<file path="src/rtl/pc_gen_if.sv">
// AXI-Stream channel carrying a single XLEN-wide PC beat.
interface axis_if #(
    parameter int unsigned XLEN = 32
);
    logic            tvalid;
    logic            tready;
    logic [XLEN-1:0] tdata;

    modport m (output tvalid, output tdata, input  tready);
    modport s (input  tvalid, input  tdata, output tready);
endinterface

</file>
<file path="src/rtl/pc_gen.sv">
// Next-fetch-PC generator: sequential PC unless a trap/branch redirect is pending,
// plus the IF/ID invalidate flush for wrong-path instructions.
module pc_gen #(
    parameter int unsigned     XLEN         = 32,
    parameter logic [XLEN-1:0] RESET_VECTOR = '0,
    parameter int unsigned     INST_BYTES   = 4
) (
    input  logic            clk,
    input  logic            rst_n,
    axis_if.m               next_pc_axis_if,
    axis_if.s               current_pc_axis_if,
    input  logic            redirect_valid,
    input  logic [XLEN-1:0] redirect_pc,
    input  logic            trap_valid,
    input  logic [XLEN-1:0] trap_pc,
    output logic            invalidate
);

    logic            run_q, run_d;
    logic            pend_valid_q, pend_valid_d;
    logic            pend_trap_q, pend_trap_d;
    logic [XLEN-1:0] pend_pc_q, pend_pc_d;
    logic            flush_q, flush_d;
    logic            hs;
    logic            cap_redirect;
    logic [XLEN-1:0] align_mask;

    assign align_mask = {{(XLEN-2){1'b1}}, 2'b00};

    assign current_pc_axis_if.tready = 1'b1;

    assign next_pc_axis_if.tvalid = run_q && current_pc_axis_if.tvalid;
    assign next_pc_axis_if.tdata  = pend_valid_q ? pend_pc_q
                                                 : current_pc_axis_if.tdata + XLEN'(INST_BYTES);

    assign hs = next_pc_axis_if.tvalid && next_pc_axis_if.tready;

    // An undelivered trap is protected from redirects; once it hands off this cycle it may be replaced.
    assign cap_redirect = redirect_valid && !(pend_valid_q && pend_trap_q && !hs);

    always_comb begin
        run_d        = 1'b1;
        pend_valid_d = pend_valid_q;
        pend_trap_d  = pend_trap_q;
        pend_pc_d    = pend_pc_q;
        flush_d      = hs && pend_valid_q;
        if (trap_valid) begin
            pend_valid_d = 1'b1;
            pend_trap_d  = 1'b1;
            pend_pc_d    = trap_pc & align_mask;
        end else if (cap_redirect) begin
            pend_valid_d = 1'b1;
            pend_trap_d  = 1'b0;
            pend_pc_d    = redirect_pc & align_mask;
        end else if (hs && pend_valid_q) begin
            pend_valid_d = 1'b0;
            pend_trap_d  = 1'b0;
        end
    end

    assign invalidate = trap_valid || redirect_valid || flush_q;

    always_ff @(posedge clk or negedge rst_n) begin
        if (!rst_n) begin
            run_q        <= 1'b0;
            pend_valid_q <= 1'b0;
            pend_trap_q  <= 1'b0;
            pend_pc_q    <= '0;
            flush_q      <= 1'b0;
        end else begin
            run_q        <= run_d;
            pend_valid_q <= pend_valid_d;
            pend_trap_q  <= pend_trap_d;
            pend_pc_q    <= pend_pc_d;
            flush_q      <= flush_d;
        end
    end

    // The fetch unit must come out of reset holding the same vector this block assumes.
    a_reset_vector: assert property (@(posedge clk)
        (rst_n && !run_q && current_pc_axis_if.tvalid) |-> (current_pc_axis_if.tdata == RESET_VECTOR));

endmodule

</file>
<file path="src/flat_wrapper.sv">
// flat-port wrapper written by rule: the top's interface ports become plain ports
module pc_gen_flat 
#(
    parameter int unsigned     XLEN         = 32,
    parameter logic [XLEN-1:0] RESET_VECTOR = '0,
    parameter int unsigned     INST_BYTES   = 4
)
  (clk, rst_n, redirect_valid, redirect_pc, trap_valid, trap_pc, invalidate, next_pc_axis_if_tvalid, next_pc_axis_if_tdata, next_pc_axis_if_tready, current_pc_axis_if_tvalid, current_pc_axis_if_tdata, current_pc_axis_if_tready);
  axis_if #(.XLEN(XLEN)) next_pc_axis_if_i ();
  axis_if #(.XLEN(XLEN)) current_pc_axis_if_i ();
  input  logic clk;
  input  logic rst_n;
  input  logic redirect_valid;
  input  logic [XLEN-1:0] redirect_pc;
  input  logic trap_valid;
  input  logic [XLEN-1:0] trap_pc;
  output logic invalidate;
  output wire logic [$bits(next_pc_axis_if_i.tvalid)-1:0] next_pc_axis_if_tvalid;
  output wire logic [$bits(next_pc_axis_if_i.tdata)-1:0] next_pc_axis_if_tdata;
  input wire logic [$bits(next_pc_axis_if_i.tready)-1:0] next_pc_axis_if_tready;
  input wire logic [$bits(current_pc_axis_if_i.tvalid)-1:0] current_pc_axis_if_tvalid;
  input wire logic [$bits(current_pc_axis_if_i.tdata)-1:0] current_pc_axis_if_tdata;
  output wire logic [$bits(current_pc_axis_if_i.tready)-1:0] current_pc_axis_if_tready;
  assign next_pc_axis_if_tvalid = next_pc_axis_if_i.tvalid;
  assign next_pc_axis_if_tdata = next_pc_axis_if_i.tdata;
  assign next_pc_axis_if_i.tready = next_pc_axis_if_tready;
  assign current_pc_axis_if_i.tvalid = current_pc_axis_if_tvalid;
  assign current_pc_axis_if_i.tdata = current_pc_axis_if_tdata;
  assign current_pc_axis_if_tready = current_pc_axis_if_i.tready;
  pc_gen #(.XLEN(XLEN), .RESET_VECTOR(RESET_VECTOR), .INST_BYTES(INST_BYTES)) u_core (.clk(clk), .rst_n(rst_n), .next_pc_axis_if(next_pc_axis_if_i), .current_pc_axis_if(current_pc_axis_if_i), .redirect_valid(redirect_valid), .redirect_pc(redirect_pc), .trap_valid(trap_valid), .trap_pc(trap_pc), .invalidate(invalidate));
endmodule
</file>
<file path="config.mk">
export PLATFORM = sky130hd
export DESIGN_NAME = pc_gen_flat
export DESIGN_NICKNAME = d
export VERILOG_FILES = /design/src/rtl/pc_gen_if.sv /design/src/rtl/pc_gen.sv /design/src/flat_wrapper.sv
export SDC_FILE = /design/constraint.sdc
export NUM_CORES = 1
export LEC_CHECK = 0
export ABC_AREA = 1
export BUFFER_PORTS_ARGS = -buffer_cell sky130_fd_sc_hd__buf_2
export CAP_MARGIN = 15
export CELL_PAD_IN_SITES_DETAIL_PLACEMENT = 1
export CELL_PAD_IN_SITES_GLOBAL_PLACEMENT = 1
export CORE_MARGIN = 8
export CORE_UTILIZATION = 32
export DETAILED_ROUTE_END_ITERATION = 6
export HOLD_SLACK_MARGIN = 0.06
export PLACE_DENSITY_LB_ADDON = 0.1
export SLEW_MARGIN = 20
export SYNTH_ARGS = -nofsm -noshare
export SYNTH_HDL_FRONTEND = slang
export SYNTH_SLANG_ARGS = --single-unit
export TNS_END_PERCENT = 30
</file>
<file path="constraint.sdc">
create_clock -name clk -period 2.4 [get_ports clk]
set_input_delay 0.24 -clock clk [delete_from_list [all_inputs] [get_ports clk]]
set_output_delay 0.24 -clock clk [all_outputs]
set_load 0.005 [all_outputs]
</file>
==> results.cfg <==
[critical_path]
r2r_start = u_core.run_q
cpPeakStageDelay_ns = 0.40
arrival_ns = 1.54
cp_cell_sequence = inv_1, buf_12, nand3_1, o21ai_0, buf_2
crit_type = reg2out
startpoint_type = flop
rrSetupSlack_ns = 0.66
crit_family = buffers and inverters
critPathRequiredTime_ns = 2.16
reg2reg_to = u_core.pend_valid_q
path_buf_inv = 3
crit_path_start = u_core.pend_valid_q
crit_path_max_fanout = 34
worst_r2r_path_depth = 8
crit_slowest_cell = dfrtp_1
end_kind = primary output

[synth]
synth_top_area_share_pct = 35.7
synth-seq-cells = 34
synth_top_family_by_area = simple AND/OR/NAND/NOR gates
yosysUniqueCellTypes = 24
yosys.area_share.simple_pct = 52.1
synthTopCellsByArea = nand2_1 (36%), dfrtp_1 (30%), nand3_1 (6.2%)
yosysSeqAreaShare_pct = 29.9
synth_cells = 500
yosysTopAreaCell = nand2_1
synthMuxAreaShare_pct = 0
syn_avg_cell_area_sq_um = 5.68
synth_xor_area_share_pct = 0.925
synth_compound_area_share_pct = 8.01
synth_fa_ha_area_share_pct = 0.440
ys_warn_count = 0
syn_area_sq_mm = 0.00284

[timing]
hold_violations = 0
drv_slew = 0
whs_ns = 0.226
post-route-min-period_ns = 1.78
maxSlewHeadroom_pct = 50.3
min_period_over_period_pct = 74.0
fmax_mhz = 563
worst_slew_pin_slew_ns = 0.746
final.setup.tns_ns = 0
rsz0062_at_grt = no
finClkSkew_ns = 0.00909
setup_violations = 0

[placed_design]
place_area_sq_mm = 0.00360
gp_congestion = 0.805
dp_hpwl_microns = 8800
numPortBuffers = 131

[global_routing]
grtUsageMet3_pct = 2.38
antenna_found_initial = 0
grt_busiest_layer = met2
grt_max_degree = 35
met1_usage_pct = 21.9
first_global_vias = 3607
grt_pass1_wl_microns = 16800
grt_usage_pct = 17.2
grt_overflow = 0
use_met2_pct = 30.0

[cells_and_area]
fin_area_sq_mm = 0.00370
nNetsFinal = 728
num_antenna_cells = 0
nFillCells = 1255
layout-drive-gt1-share_pct = 25.4
area_growth_pct = 30.1

[floorplan]
io_pins = 137
dieArea_sq_mm = 0.0122
die_x_microns = 110
core_area_sq_mm = 0.00868
die-height_microns = 110
start_util_pct = 32.7
placementRows = 34

[clocking]
cts_resized = 0
cts_buffer_depth = 2
cts_root_buf = clkbuf_8
tritoncts = built
htree_levels = 2
hold_buffers = 1
cts_setup_buffers = 0
numClockSinks = 34
numCtsBuffers = 5
clock_latency_ns = 0.28
cts.clk_slew.worst_paths_ns = 0.07

[worst_hold_path]
min_path_cells = 3
hold_path.class = in2reg
hp-start = next_pc_axis_if_tready
whs_endpoint = u_core.flush_q

[detailed_routing]
drc = 0
via_per_inst = 4.62
drt_pre_antenna_iters = 4
routed_wl_microns = 10400
via_count = 3388
wl_per_cell_microns = 14.1
drtAntennaViolNets = 0
drt_iter0_markers = 77

[power_and_ir_drop]
power_uw = 1610
leakage_uw = 0.00213
ir_worst_vdd_mv = 0.205
p_per_area_mw_per_mm2 = 436

[job]
maxCapViolCount = 0

[status]
run_status = finished, final reports clean
flip-flops by register name, summed over array words and instances, names as in the netlist:
signal	flops
u_core.flush_q	1
u_core.pend_pc_q	30
u_core.pend_trap_q	1
u_core.pend_valid_q	1
u_core.run_q	1
where the power goes:
part | switching, uW | total (uW) | internal, uW | leakage (uW)
clock | 200 | 431 | 231 | 0.0000482
combinational | 300 | 511 | 212 | 0.00167
sequential | 29.7 | 669 | 639 | 0.000414
total | 529 | 1610 | 1080 | 0.00213
layout by cell type, fill, tap and decap left out, drive strengths merged:
cell         synthesis  final
nand2              276    276
buf                 10    136
nor2                45     45
inv                 40     40
nand3               35     35
dfrtp               34     34
o21ai               27     27
clkbuf              10      7
o21bai               6      6
and2                 3      3
o22ai                3      3
xor2                 3      3
a21oi                3      3
conb                 1      2
o21a                 1      1
a31oi                1      1
or3                  1      1
ha                   1      1
clkinv               0      1
dlygate4sd3          0      1
cells in the mapped netlist:
| library cell | number |
|---|---|
| a21oi_1 | 3 |
| inv_1 | 40 |
| nand2_2 | 5 |
| nor2_2 | 4 |
| dfrtp_1 | 34 |
| nand3_1 | 35 |
| and2_1 | 3 |
| nor2_1 | 35 |
| a31oi_1 | 1 |
| nor2_4 | 6 |
| o21ai_0 | 26 |
| o21ai_1 | 1 |
| nand2_4 | 1 |
| xor2_1 | 3 |
| o22ai_1 | 3 |
| or3_1 | 1 |
| buf_4 | 1 |
| o21a_1 | 1 |
| buf_2 | 9 |
| o21bai_1 | 6 |
| conb_1 | 1 |
| ha_1 | 1 |
| clkbuf_1 | 10 |
| nand2_1 | 270 |
layout make-up:
class / instances / area (sq um) / share of cell area (%)
clock buffer: 7 / 86.3 / 2.34
timing repair buffer: 137 / 716 / 19.4
clock inverter: 1 / 5.00 / 0.135
tap: 108 / 135 / 3.65
sequential: 34 / 851 / 23.0
inverter: 40 / 150 / 4.06
multi-input combinational: 407 / 1750 / 47.4
cell families after synthesis:
logic type,count (synthesis)
compound gates,41
xor+xnor,3
fa+ha+maj,1
buf+inv,60
flops,34
other cells,1
simple gates,360
per-stage QoR:
step	worst slack [ns]	utilization, %	std cells
floorplan	1.07	-	501
global placement	0.648	41.4	725
detailed placement	0.614	41.4	725
CTS	0.595	42.6	734
global route	0.374	42.6	734
finish	0.625	42.6	734
layer usage:
layer / vias up / part of all wire, %
li1: 1773 / -
met1: 1532 / 47
met2: 77 / 47
met3: 6 / 5.2
met4: 0 / 0.88
met5: - / 0
worst max path at each step:
| stage | end | depth (start not counted) | slack, ns |
|---|---|---|---|
| CTS | next_pc_axis_if_tdata[14] | 5 | 0.60 |
| global placement | u_core.pend_valid_q | 8 | 0.65 |
| finish | next_pc_axis_if_tdata[14] | 5 | 0.62 |
| global route | u_core.pend_valid_q | 8 | 0.37 |
| detailed placement | u_core.pend_valid_q | 8 | 0.61 |
| floorplan | next_pc_axis_if_tdata[22] | 9 | 1.07 |
worst register-to-register path: cells and delay by family, from the launching register on:
family          cells  cell delay [ns]
compound gates      1             0.17
flops               1             0.36
simple gates        5             0.47
buf+inv             2             0.56
Power figures use the tool's default switching activity.
